File: src/rtl/udp_tx_arbiter.sv
// rtl/udp_tx_arbiter.sv - round-robin arbiter sharing the UDP transmitter between two packet channels
module udp_tx_arbiter #(
    parameter int IPG_CYCLES     = 12,
    parameter int TIMEOUT_CYCLES = 100000
) (
    input  logic        clk,
    input  logic        rst_n,
    input  logic        ch0_req,
    input  logic [15:0] ch0_byte_num,
    input  logic [31:0] ch0_data,
    output logic        ch0_rd_en,
    output logic        ch0_grant,
    output logic        ch0_done,
    input  logic        ch1_req,
    input  logic [15:0] ch1_byte_num,
    input  logic [31:0] ch1_data,
    output logic        ch1_rd_en,
    output logic        ch1_grant,
    output logic        ch1_done,
    input  logic        arp_busy,
    output logic        udp_tx_start_en,
    output logic [15:0] udp_tx_byte_num,
    input  logic        udp_tx_req,
    output logic [31:0] udp_tx_data,
    input  logic        udp_tx_done,
    output logic        timeout_err
);

    typedef enum logic [1:0] {IDLE, START, SEND, GAP} state_t;

    localparam logic [7:0]  GAP_LAST = 8'(IPG_CYCLES - 1);
    localparam logic [19:0] WD_LAST  = 20'(TIMEOUT_CYCLES - 1);

    state_t      state;
    logic        last;
    logic [7:0]  gap_cnt;
    logic [19:0] wd_cnt;
    logic        pick1;
    logic [15:0] pick_bn;

    // On a tie the channel not served last wins; otherwise the lone requester.
    always_comb begin
        pick1   = (ch0_req & ch1_req) ? ~last : ch1_req;
        pick_bn = pick1 ? ch1_byte_num : ch0_byte_num;
    end

    assign ch0_rd_en   = (state == SEND) & udp_tx_req & ch0_grant;
    assign ch1_rd_en   = (state == SEND) & udp_tx_req & ch1_grant;
    assign udp_tx_data = ch0_grant ? ch0_data : (ch1_grant ? ch1_data : 32'd0);

    always_ff @(posedge clk) begin
        if (!rst_n) begin
            state           <= IDLE;
            last            <= 1'b1;
            gap_cnt         <= 8'd0;
            wd_cnt          <= 20'd0;
            ch0_grant       <= 1'b0;
            ch1_grant       <= 1'b0;
            ch0_done        <= 1'b0;
            ch1_done        <= 1'b0;
            udp_tx_start_en <= 1'b0;
            udp_tx_byte_num <= 16'd0;
            timeout_err     <= 1'b0;
        end else begin
            ch0_done        <= 1'b0;
            ch1_done        <= 1'b0;
            timeout_err     <= 1'b0;
            udp_tx_start_en <= 1'b0;
            case (state)
                IDLE: begin
                    if (!arp_busy && (ch0_req || ch1_req)) begin
                        last            <= pick1;
                        ch0_grant       <= ~pick1;
                        ch1_grant       <= pick1;
                        udp_tx_byte_num <= pick_bn;
                        if (pick_bn != 16'd0) begin
                            udp_tx_start_en <= 1'b1;
                            state           <= START;
                        end else begin
                            // Empty packet: complete immediately without involving udp.
                            ch0_done <= ~pick1;
                            ch1_done <= pick1;
                            gap_cnt  <= 8'd0;
                            state    <= GAP;
                        end
                    end
                end
                START: begin
                    wd_cnt <= 20'd0;
                    state  <= SEND;
                end
                SEND: begin
                    if (udp_tx_done) begin
                        ch0_done  <= ch0_grant;
                        ch1_done  <= ch1_grant;
                        ch0_grant <= 1'b0;
                        ch1_grant <= 1'b0;
                        gap_cnt   <= 8'd0;
                        state     <= GAP;
                    end else if (wd_cnt == WD_LAST) begin
                        ch0_grant   <= 1'b0;
                        ch1_grant   <= 1'b0;
                        timeout_err <= 1'b1;
                        gap_cnt     <= 8'd0;
                        state       <= GAP;
                    end else begin
                        wd_cnt <= wd_cnt + 20'd1;
                    end
                end
                GAP: begin
                    ch0_grant <= 1'b0;
                    ch1_grant <= 1'b0;
                    if (gap_cnt == GAP_LAST) begin
                        state <= IDLE;
                    end else begin
                        gap_cnt <= gap_cnt + 8'd1;
                    end
                end
                default: state <= IDLE;
            endcase
        end
    end

endmodule

File: config.mk
export PLATFORM = sky130hd
export DESIGN_NAME = udp_tx_arbiter
export DESIGN_NICKNAME = d
export VERILOG_FILES = /design/src/rtl/udp_tx_arbiter.sv
export SDC_FILE = /design/constraint.sdc
export NUM_CORES = 1
export LEC_CHECK = 0
export ABC_AREA = 1
export BUFFER_PORTS_ARGS = -buffer_cell sky130_fd_sc_hd__buf_4
export CAP_MARGIN = 10
export CORE_UTILIZATION = 30
export DETAILED_ROUTE_END_ITERATION = 12
export PLACE_DENSITY = 0.63
export SLEW_MARGIN = 20
export SYNTH_ARGS = -nofsm -noshare
export SYNTH_HDL_FRONTEND = slang
export SYNTH_SLANG_ARGS = --single-unit
export TNS_END_PERCENT = 1
File: constraint.sdc
create_clock -name clk -period 2.37 [get_ports clk]
set_clock_uncertainty 0.05 [all_clocks]
set_input_delay 0.1185 -clock clk [delete_from_list [all_inputs] [get_ports clk]]
set_output_delay 0.1185 -clock clk [all_outputs]
set_load 0.01 [all_outputs]
======== After elaboration in Yosys (flattened, before gate mapping) ========
Cells that the tools add are included.
word-level totals
  logic and storage cells ................. 82
  bits of input ports ..................... 103
  output and inout bits ................... 56
  flip-flop bits (word level) ............. 53
operators by class
  equal/unequal tests ..................... 12
  bitwise operators ....................... 8
  muxes and demuxes ....................... 35
  reductions and logical operators ........ 14
  $add $sub $neg .......................... 2
operators by type and width
  kind                     number
  $mux W32                 2
  $mux W20                 2
  $mux W8                  5
  $pmux W20 S2             1
  $pmux W8 S3              1
  $add A20 B1 Y20 const B  1
  $eq A20 B17 Y1 const B   1
  $mux W16                 1
  $reduce_bool A16 Y1      1
  $mux W1                  13
  $ne A2 B2 Y1 const B     6
  $reduce_and A3 Y1        4
  $mux W2                  5
  $add A8 B1 Y8 const B    1
  $eq A8 B4 Y1 const B     1
  $pmux W2 S4              1
  $pmux W1 S3              2
  $reduce_and A5 Y1        1
  $and A1 B1 Y1            4
  $eq A2 B2 Y1 const B     2
  $not A1 Y1               4
  $pmux W1 S2              2
  $ne A3 B2 Y1 const B     1
  $reduce_bool A3 Y1       1
  other kinds (8)          8

======== Logic depth before layout (Yosys ltp) ========
  depth after elaboration ................. 7
  depth in mapped cells ................... 14
  depth with buffers taken out ............ 14

======== Worst setup path before layout ========
OpenSTA, ideal clock, no wires.
  path type ............................... flip-flop to flip-flop
  start ................................... register state[0]
  end ..................................... register gap_cnt[6]
  buffers on the path ..................... 0
  setup time .............................. 0.134 ns
  period minus slack after synthesis ...... 1.708 ns
  stages on the path, launching flop included .. 11
  setup slack ............................. 0.662 ns
  required time ........................... 2.186 ns
  data arrival time ....................... 1.524 ns
  cell sequence ........................... dfxtp_1 inv_1 ha_1 inv_1 nor2_1 a31oi_1 nand2_2 nor2_4 nand2_4 nand2_1 a21oi_1
between the ends
  word-level cells in the longest chain between the ends .. 3
RTL lines
  what                                                         line  text
  from (decl)                                                  34    state_t state;
  from (signal assigned)                                       53    state <= IDLE;
  from (signal assigned)                                       78    state <= START;
  from (signal assigned)                                       84    state <= GAP;
  $eq A2 B2 Y1 / $logic_not A2 Y1 (equally long branches)      69    case (state)
  $ne A3 B2 Y1 (no source line), or another cell as far along  n/a
  $reduce_and A5 Y1 (no source line)                           n/a
  to (signal assigned)                                         116   gap_cnt <= gap_cnt + 8'd1;
  to (decl)                                                    36    logic [7:0] gap_cnt;
Several ways; a longest one is shown, not always the timed one.
A chain may end at the register's enable or synchronous reset.

======== Worst setup path in the final report ========
  start ................................... register wd_cnt[0]
  end ..................................... register wd_cnt[15]
between the ends
  word-level cells in the longest chain between the ends .. 4
RTL lines
  what                    line  text
  from (decl)             37    logic [19:0] wd_cnt;
  from (signal assigned)  107   wd_cnt <= wd_cnt + 20'd1;
  $add A20 B1 Y20         107
  $mux W20                100   end else if (wd_cnt == WD_LAST) begin
  $mux W20                93    if (udp_tx_done) begin
  $pmux W20 S2            69
Several ways; a longest one is shown, not always the timed one. The select of a mux whose other input is x is not followed.

==> results.py <==
metrics = {
    "outcome": {
        "outcome": "finished, final reports clean",
    },
    "floorplanning": {
        "start_util_pct": 31.11,
        "row_count": 38,
        "die_w_um": 108.5,
        "chipHeight_um": 108.5,
        "core_sq_mm": 0.01094,
        "ioPinCount": 159,
        "die_area_sq_mm": 0.01177,
    },
    "drt": {
        "firstDrtPassIters": 4,
        "vias": 4101,
        "drc": 0,
        "routedWlPerCell_um": 12.28,
        "drtIter0Drc": 178,
        "ant_nets": 0,
        "postRouteWirelength_mm": 10.27,
        "via_per_inst": 4.906,
    },
    "logic_synthesis": {
        "synth_ff_type": "dfxtp_1",
        "synth_cell_types": 26,
        "synth_top_area_share_pct": 31.19,
        "ys_ff_latch": 53,
        "synth_area_leaders": "dfxtp_1, nand2_1, nand3_1",
        "avgSynthCellArea_sq_um": 6.174,
        "synth_nets": 660,
        "synthCells": 551,
        "ys_warn_count": 0,
        "post-synth-top-count-cell": "nand2_1",
        "synth_edf_count": 0,
        "ys_seq_area_share_pct": 31.19,
        "async_flop_share_pct": 0,
        "synth_largest_area_cell": "dfxtp_1",
        "ys_top_cells_by_count": "nand2_1, nand3_1, dfxtp_1, nor2_1, inv_1",
        "netlist_area_sq_mm": 0.003402,
    },
    "timing": {
        "hold_viol": 0,
        "finalSetupViolations": 0,
        "fin_tns_setup_ps": 0,
        "fin_crit_sh_pct": 85.04,
        "setup_slack_ps": 354.6,
        "drv_slew": 0,
        "fin_crit_ps": 2015,
        "rsz0062_at_grt": "false",
        "tightest_slew_ps": 740.0,
        "slew_headroom_pct": 50.61,
        "fin_hold_ws_ps": 57.34,
        "fmax_ghz": 0.4962,
    },
    "clock_tree": {
        "clk_latency_ps": 290,
        "cts_setup_buffers": 0,
        "h-tree-depth": 2,
        "hold_buffers": 1,
        "cts_root_buf": "clkbuf_16",
        "cts_resized": 0,
        "cts.sinks": 53,
        "cts_buffers": 5,
        "tritoncts": "done",
        "path_clk_slew_ps": 70,
        "clock_path_buffers": 2,
    },
    "grt": {
        "antenna_found_initial": 0,
        "grt_pass1_vias": 3589,
        "grt_pass1_wl_mm": 16.15,
        "grt_max_degree": 36,
        "grt_usage_pct": 16.69,
        "overflow": 0,
    },
    "flow_run": {
        "drv_cap": 0,
    },
    "pwr": {
        "power_density_mw_per_mm2": 829.9,
        "irDropWorstVdd_v": 0.0004444,
        "power.leakage_nw": 2.275,
    },
    "critical_path": {
        "crit_path_end_kind": "flip-flop",
        "worstSetupPathType": "flip-flop to flip-flop",
        "cp_max_fo": 16,
        "start_kind": "flip-flop",
        "arrival_ps": 2180,
        "required_ps": 2530,
    },
    "cells_and_area": {
        "final_nets": 804,
        "drive_gt1_share_pct": 27.30,
        "area_growth_pct": 42.74,
        "antenna_cells": 0,
    },
    "hold_path": {
        "hold_path_class": "input port to flip-flop",
    },
    "place": {
        "post-place-ws_ps": 371.7,
        "gp_congestion": 0.8762,
        "dpl.hpwl_mm": 7.804,
        "io_buffers": 158,
    },
}
-- critical path: stages (launching register included) --
cell and delay, ps:
dfxtp_1 370, ha_1 270, nand3_1 120, nor2_1 110, nand3_1 120, nand2_2 160
nand2_2 210, inv_1 280, nand2_1 80, a21oi_1 150
-- per-stage QoR --
step	instance area, sq um	power (mW)	cells	util (%)
2_1_floorplan	3402	2.337	551	-
3_3_place_gp	4678	3.177	827	42.78
3_5_place_dp	4678	3.210	827	42.78
4_1_cts	4856	4.058	836	44.41
5_1_grt	4856	4.330	836	44.41
6_report	4856	4.030	836	44.41
-- cells by family after synthesis --
logic type                 synth area share, %
adders and majority gates                2.207
DFF                                      31.19
AOI/OAI and AO/OA                        12.65
and+or+nand+nor                          43.88
xor gates and xnor gates                 1.030
buffers and inverters                    9.047
-- where the power goes --
| part | total, mW | internal [mW] | switching (mW) |
|---|---|---|---|
| clock network | 0.843 | 0.502 | 0.342 |
| registers | 1.07 | 1.00 | 0.0685 |
| logic | 2.11 | 0.858 | 1.26 |
| total | 4.03 | 2.36 | 1.67 |
-- routing by layer --
metal	track usage, %	vias to the layer above	part of all wire [%]
met5	0	-	0
met4	3.089	0	0.71
met3	3.677	10	8.2
met2	28.84	154	47
met1	21.30	1835	44
li1	-	2102	-
-- path summary, 6_finish.rpt --
| check | start | end | slack [ps] | cells past startpoint |
|---|---|---|---|---|
| setup / recovery | wd_cnt[0]$_SDFFE_PN0P_ | wd_cnt[15]$_SDFFE_PN0P_ | 350 | 9 |
| hold / removal | ch0_byte_num[1] | udp_tx_byte_num[1]$_SDFFE_PN0P_ | 60 | 3 |
| setup reg to reg | wd_cnt[0]$_SDFFE_PN0P_ | wd_cnt[15]$_SDFFE_PN0P_ | 350 | 9 |
| hold reg to reg | ch1_grant$_SDFFE_PN0P_ | ch1_grant$_SDFFE_PN0P_ | 420 | 2 |
-- flip-flops by register name (all words and copies together), names as in the netlist --
signal,count
ch0_done,1
ch0_grant,1
ch1_done,1
ch1_grant,1
gap_cnt,8
last,1
state,2
timeout_err,1
udp_tx_byte_num,16
udp_tx_start_en,1
wd_cnt,20
-- final cells by class --
cell class | instances | area, sq um
sequential | 53 | 1061
clock buffer | 6 | 128.9
clock inverter | 2 | 38.79
fill | 1139 | 6080
inverter | 46 | 172.7
timing repair buffer | 164 | 1246
multi-input combinational | 425 | 2033
tap | 140 | 175.2
-- cells in the final DEF (no fill, tap or decap), drive strengths merged, types with 2 or more instances in the layout --
cell,n
nor3,17
nor2,54
nand3,71
o21ai,30
nor3b,3
a31oi,18
ha,6
buf,163
o21bai,2
xor2,4
nand2,175
inv,46
dfxtp,53
a21oi,29
clkbuf,6
nand4,13
No activity file was read; power rests on OpenSTA's default activity.
